==> config.mk <==
export PLATFORM = sky130hd
export DESIGN_NAME = operand_b_stage
export DESIGN_NICKNAME = d
export VERILOG_FILES = /design/src/rtl/riscv_defs.sv /design/src/rtl/operand_b_fwd_sel.sv /design/src/rtl/operand_b_stage.sv
export SDC_FILE = /design/constraint.sdc
export NUM_CORES = 1
export LEC_CHECK = 0
export ABC_AREA = 1
export CORE_AREA = 2 2 148 150
export CTS_CLUSTER_DIAMETER = 120
export DETAILED_ROUTE_END_ITERATION = 6
export DIE_AREA = 0 0 150 152
export PLACE_DENSITY = 0.65
export SETUP_SLACK_MARGIN = 0.2
export SLEW_MARGIN = 20
export SYNTH_ARGS = -nofsm -noshare
export SYNTH_HDL_FRONTEND = slang
export SYNTH_SLANG_ARGS = --single-unit
==> constraint.sdc <==
create_clock -name clk -period 6 [get_ports clk]
set_clock_uncertainty 0.2 [all_clocks]
set_input_delay 1.2 -clock clk [delete_from_list [all_inputs] [get_ports clk]]
set_output_delay 1.2 -clock clk [all_outputs]
set_load 0.02 [all_outputs]
==> src/rtl/riscv_defs.sv <==
// Shared RISC-V pipeline definitions: default widths and forwarding source codes.
// Used by the operand B stage and by the hazard unit.
package riscv_defs;

  localparam int XLEN_DEF = 64;
  localparam int RA_W_DEF = 5;

  typedef enum logic [1:0] {
    FWD_RF  = 2'd0,
    FWD_EX  = 2'd1,
    FWD_MEM = 2'd2
  } fwd_src_e;

endpackage

==> src/rtl/operand_b_fwd_sel.sv <==
// Operand B forwarding mux and immediate select, purely combinational.
// Ports: rf/imm/rs2 + EX and MEM writeback candidates in; op_b/st_data/fwd_src next out.
// Forwarding is compiled in only when OPB_STAGE_FWD_EN is defined.
module operand_b_fwd_sel
  import riscv_defs::*;
#(
  parameter int XLEN  = XLEN_DEF,
  parameter int IMM_W = 32,
  parameter int RA_W  = RA_W_DEF
) (
  input  logic [XLEN-1:0]  rf_data,
  input  logic [IMM_W-1:0] imm,
  input  logic             sel_imm,
  input  logic [RA_W-1:0]  rs2,
  input  logic             ex_wr_en,
  input  logic [RA_W-1:0]  ex_rd,
  input  logic [XLEN-1:0]  ex_result,
  input  logic             mem_wr_en,
  input  logic [RA_W-1:0]  mem_rd,
  input  logic [XLEN-1:0]  mem_result,
  output logic [XLEN-1:0]  op_b_next,
  output logic [XLEN-1:0]  st_data_next,
  output fwd_src_e         fwd_src_next
);

  logic [XLEN-1:0] imm_sx;
  logic [XLEN-1:0] reg_val;

  generate
    if (IMM_W < XLEN) begin : g_sext
      assign imm_sx = {{(XLEN-IMM_W){imm[IMM_W-1]}}, imm};
    end else begin : g_pass
      assign imm_sx = imm;
    end
  endgenerate

`ifdef OPB_STAGE_FWD_EN
  logic ex_hit;
  logic mem_hit;

  // x0 never forwards: writes to it are discarded architecturally.
  assign ex_hit  = ex_wr_en && (ex_rd != '0) && (ex_rd == rs2);
  assign mem_hit = mem_wr_en && (mem_rd != '0) && (mem_rd == rs2);

  // EX holds the younger result, so it wins over MEM.
  always_comb begin
    reg_val      = rf_data;
    fwd_src_next = FWD_RF;
    if (ex_hit) begin
      reg_val      = ex_result;
      fwd_src_next = FWD_EX;
    end else if (mem_hit) begin
      reg_val      = mem_result;
      fwd_src_next = FWD_MEM;
    end
  end
`else
  logic unused_fwd;

  assign unused_fwd   = ^{rs2, ex_wr_en, ex_rd, ex_result,
                          mem_wr_en, mem_rd, mem_result};
  assign reg_val      = rf_data;
  assign fwd_src_next = FWD_RF;
`endif

  assign op_b_next    = sel_imm ? imm_sx : reg_val;
  assign st_data_next = reg_val;

endmodule

==> src/rtl/operand_b_stage.sv <==
// Operand B pipeline stage: forwarded/immediate operand B and store data,
// held in a valid/ready register slice (in_valid/in_ready -> out_valid/out_ready).
// Ports: clk, rst (async high), ID bundle in, EX/MEM candidates, flush, EX bundle out.
// Macro OPB_STAGE_FWD_EN enables EX/MEM forwarding in operand_b_fwd_sel.
module operand_b_stage
  import riscv_defs::*;
#(
  parameter int XLEN  = XLEN_DEF,
  parameter int IMM_W = 32,
  parameter int RA_W  = RA_W_DEF
) (
  input  logic             clk,
  input  logic             rst,
  input  logic             in_valid,
  output logic             in_ready,
  input  logic [XLEN-1:0]  rf_data,
  input  logic [IMM_W-1:0] imm,
  input  logic             sel_imm,
  input  logic [RA_W-1:0]  rs2,
  input  logic             ex_wr_en,
  input  logic [RA_W-1:0]  ex_rd,
  input  logic [XLEN-1:0]  ex_result,
  input  logic             mem_wr_en,
  input  logic [RA_W-1:0]  mem_rd,
  input  logic [XLEN-1:0]  mem_result,
  input  logic             flush,
  output logic             out_valid,
  input  logic             out_ready,
  output logic [XLEN-1:0]  op_b,
  output logic [XLEN-1:0]  st_data,
  output logic [1:0]       fwd_src
);

  logic [XLEN-1:0] op_b_d;
  logic [XLEN-1:0] op_b_q;
  logic [XLEN-1:0] st_data_d;
  logic [XLEN-1:0] st_data_q;
  fwd_src_e        fwd_d;
  fwd_src_e        fwd_q;
  logic            valid_d;
  logic            valid_q;
  logic            load;

  operand_b_fwd_sel #(
    .XLEN  (XLEN),
    .IMM_W (IMM_W),
    .RA_W  (RA_W)
  ) u_fwd_sel (
    .rf_data      (rf_data),
    .imm          (imm),
    .sel_imm      (sel_imm),
    .rs2          (rs2),
    .ex_wr_en     (ex_wr_en),
    .ex_rd        (ex_rd),
    .ex_result    (ex_result),
    .mem_wr_en    (mem_wr_en),
    .mem_rd       (mem_rd),
    .mem_result   (mem_result),
    .op_b_next    (op_b_d),
    .st_data_next (st_data_d),
    .fwd_src_next (fwd_d)
  );

  assign in_ready = !valid_q || out_ready;
  assign load     = in_valid && in_ready && !flush;

  // Flush beats load, load beats drain; otherwise hold.
  always_comb begin
    valid_d = valid_q;
    if (flush) begin
      valid_d = 1'b0;
    end else if (load) begin
      valid_d = 1'b1;
    end else if (out_ready) begin
      valid_d = 1'b0;
    end
  end

  always_ff @(posedge clk or posedge rst) begin
    if (rst) begin
      valid_q   <= 1'b0;
      op_b_q    <= '0;
      st_data_q <= '0;
      fwd_q     <= FWD_RF;
    end else begin
      valid_q <= valid_d;
      if (load) begin
        op_b_q    <= op_b_d;
        st_data_q <= st_data_d;
        fwd_q     <= fwd_d;
      end
    end
  end

  assign out_valid = valid_q;
  assign op_b      = op_b_q;
  assign st_data   = st_data_q;
  assign fwd_src   = fwd_q;

endmodule
### Word-level counts from Yosys, hierarchy flattened

Index checks and enable logic that the tools add are counted.

| operators by class | value |
|---|---|
| mux-type cells | 4 |
| reductions and logical operators | 6 |

Operator list:

| kind | count |
|---|---|
| 64-bit 2-to-1 mux | 1 |
| 1-bit 2-to-1 mux | 3 |
| 3-bit nonzero test | 1 |
| 1-bit logical AND | 2 |
| 1-bit zero test | 2 |
| 1-bit logical OR | 1 |

| word-level totals | value |
|---|---|
| output and inout bits | 132 |
| register bits | 129 |
| input port bits | 247 |
| word-level logic and storage cells | 13 |

### Logic depth before layout (Yosys ltp)

| logic depth | value |
|---|---|
| depth after elaboration | 6 |
| mapped depth | 7 |

### Modules after synthesis

From an unflattened synthesis, not the netlist that was laid out.

| unflattened totals | value |
|---|---|
| cell total of the unflattened synthesis | 811 |
| area, all modules | 6426.2 µm² |

Modules (own cells, without submodules):

| module | area each (µm²) | seq. area each (µm²) | times used | cells an instance |
|---|---|---|---|---|
| operand_b_stage | 5143.7 | 3278.1 | 1 | 570 |
| operand_b_fwd_sel | 1282.5 | 0.0 | 1 | 241 |

### Least setup slack after synthesis

No wires, ideal clock.

| path | value |
|---|---|
| path type | input-to-output |
| start | in out_ready |
| end | out in_ready |
| data arrival time | 1.535 ns |
| data required time | 4.600 ns |
| slack | 3.065 ns |
| stages | 3 |
| path through | inv_1 -> nand2_1 -> buf_2 |

| between the ends | value |
|---|---|
| cells in the longest elaborated chain, start to end | 1 |

RTL lines:

| what | RTL line | RTL |
|---|---|---|
| from (decl) | operand_b_stage.sv:28 | `input logic out_ready,` |
| 1-bit logical OR | operand_b_stage.sv:64 | `assign in_ready = !valid_q \|\| out_ready;` |
| to (decl) | operand_b_stage.sv:15 | `output logic in_ready,` |

No other way between the ends.

### Worst setup path in the final report

Ends and elaborated chain as after synthesis.

==> results by group <==
Status
  • Outcome: complete, no violations

Drt
  • Wirelength per Cell: 15.0 um
  • WL final: roughly 18,000 um
  • Vias per inst: between 4 and 5
  • ANT nets after route: 0
  • Residual DRC count: 0
  • DR pass1 iterations: 4
  • Vias: between 5,000 and 6,000
  • Initial drt markers: 305

Timing
  • Period minus WS final: 4.41 ns
  • RSZ-0062 raised after global routing: false
  • Final period utilization: approximately 74%
  • Final setup viols: 0
  • Hold Vio Cnt, Final: 0
  • Least-Margin Pin Slew: ~1.1 ns
  • FMAX: ~230 MHz
  • Max-slew headroom: ~28%
  • Max-slew violation count: 0
  • Fin Setup TNS: 0 ns
  • Final worst slack: roughly 1.6 ns

Global routing
  • GR Util All Layers: 16.3%
  • Largest net degree at the start of global routing: 97
  • GR Overflow Total: 0
  • Initial antenna violation count: 0
  • Vias in the first global route: roughly 5,300
  • Global-route wire length before repair: 29,000 um

Yosys
  • Post-synthesis sequential area ratio: between 50% and 60%
  • Syn. warnings: 0
  • Area share of the largest cell type after synthesis: roughly 54%
  • Post-Synthesis Cells: approximately 740
  • Synth cell types: 19
  • Yosys top cell by area: dfrtp_1
  • Syn Area/Cell: between 8 and 9 um^2
  • Synth top area cells: dfrtp_1, nand2_1, nand3_1, buf_6, o21ai_0
  • Total of flip-flops plus latches after synthesis: around 130
  • Cell Area, Synth: 5930 um^2

Critical path
  • CP most frequent cell: clkdlybuf4s50_1
  • CP delay by family, top: buffers and inverters
  • Worst EP required: 4.60 ns
  • Crit end category: primary output
  • CP Buf/Inv Count: 3
  • Crit path max fanout: 30
  • Crit-path cells: clkdlybuf4s50_1 -> inv_1 -> nand2_2 -> clkdlybuf4s50_1
  • Reg2reg setup slack: ~3.1 ns
  • Startpoint Class: input port
  • Worst EP arrival: 3.01 ns
  • Type of the worst setup path: in -> out
  • Worst stage delay on the critical path: roughly 0.74 ns
  • Slowest-stage cell, CP: clkdlybuf4s50_1

Clocking
  • Clock Sinks: roughly 130
  • Post-CTS setup buffer count: 0
  • Reg clk slew, reported paths: roughly 0.06 ns
  • H-tree depth: 4
  • Root Driver: clkbuf_16
  • CTS Buf Count: 17
  • Clock buffer depth: 2
  • # hold bufs at CTS: 0
  • Post-CTS Resized: 0
  • Latest clock arrival within the worst-skew pair: ~0.40 ns
  • Clock tree from TritonCTS: yes

Cells and area
  • Layout Nets: about 1,200
  • ANT cells: 0
  • Layout area overhead: 48.9%
  • Fraction of layout cells with a size suffix above 1: about 5%

Run
  • Max cap viols: 0

Die
  • Die area: 22,800 um^2
  • # IOs: between 300 and 400
  • Core area: around 21,000 um^2
  • Die outline height: between 150 and 200 um
  • # rows: 54
  • Initial cell density of the core: ~28%
  • Width of the die: 150 um

Power
  • Total power: 0.00290 W
  • PwrDens: 329 nW/um^2
  • Pleak: roughly 4.4 nW
  • Peak VDD IR: 0.172 mV

Place
  • DP Worst Slack: 1.55 ns
  • PortBufs: ~230
  • Routability congestion estimate: roughly 0.76
  • Dpl hpwl: about 12,000 um

Worst hold path
  • Hold Path Class: reg -> reg
where the power goes:
group | total [W] | switching [W] | internal (W)
Combinational | 0.000761 | 0.000410 | 0.000352
Sequential | 0.00108 | 0.0000732 | 0.00100
Clock | 0.00107 | 0.000404 | 0.000662
Total | 0.00290 | 0.000887 | 0.00202
per-stage QoR:
stage | cells | cell area, um^2 | utilization, % | hold slack [ns]
after floorplan | 736 | 5940 | - | 0.377
after global placement | 1204 | 8230 | 38.5 | 0.253
after detailed placement | 1204 | 8230 | 38.5 | 0.258
after CTS | 1235 | 8830 | 41.4 | 0.273
after global routing | 1235 | 8830 | 41.4 | 0.292
final | 1235 | 8830 | 41.4 | 0.268
kinds of logic (layout without fill, tap and decap cells):
family	Yosys count	count (layout)	share of synthesized area [%]
simple gates	422	422	28.4
compound gates	65	65	5.55
buf+inv	118	337	11.6
other cells	1	2	0.0632
flops	129	129	54.4
cell usage after synthesis (all sizes together):
cell	number
dfrtp	129
inv	69
nand3	64
buf	42
nand2	355
conb	1
clkbuf	7
o21ai	65
nor2	3
sequential cells by signal (all words and copies together), names as in the netlist:
name	count
op_b	64
st_data	64
out_valid	1
cells in the final DEF, fill, tap and decap left out:
master	netlist	layout
o21ai_0	53	53
clkbuf_16	0	17
nand2_1	353	351
inv_1	68	67
nand2_4	1	2
nand3_1	64	64
o21ai_2	1	1
nor2_4	1	2
bufinv_16	0	3
conb_1	1	2
buf_2	5	1
clkbuf_8	0	1
o21ai_1	11	11
inv_2	1	1
clkinvlp_4	0	5
clkinv_4	0	3
dfrtp_1	129	129
clkinv_2	0	2
buf_4	11	6
inv_6	0	1
nand2_2	1	2
clkdlybuf4s50_1	0	230
nor2_1	1	1
worst register-to-register path: stages (launching register included):
cell and delay (ns):
dfrtp_1 0.39, nand2_2 0.45, nand2_4 0.95, buf_4 0.66, nand2_1 0.12, nand2_1 0.08
worst paths after layout:
path | from | to | cells after the start
min | st_data[10]$_DFFE_PP0P_ | st_data[10]$_DFFE_PP0P_ | 2
max | out_ready | in_ready | 4
max reg2reg | out_valid$_DFFE_PP0P_ | op_b[3]$_DFFE_PP0P_ | 5
min in group asynchronous | rst | op_b[11]$_DFFE_PP0P_ | 2
max in group asynchronous | rst | st_data[35]$_DFFE_PP0P_ | 3
min reg2reg | st_data[10]$_DFFE_PP0P_ | st_data[10]$_DFFE_PP0P_ | 2
area by class of cell:
type	instances	area, um^2
Clock buffer	18	439
Clock inverter	13	164
Fill cell	2209	12500
Inverter	69	264
Multi-Input combinational cell	489	2040
Sequential cell	129	3230
Tap cell	280	350
Timing Repair Buffer	237	2350
routing by layer:
layer | up-vias | GRT usage (%) | wire (um)
met5 | - | 0 | 0
met4 | 0 | 4.58 | 200
met3 | 15 | 5.71 | 1760
met2 | 196 | 24.7 | 7910
met1 | 2577 | 22.1 | 8620
li1 | 2661 | - | -
No activity file was read; power rests on OpenSTA's default activity.
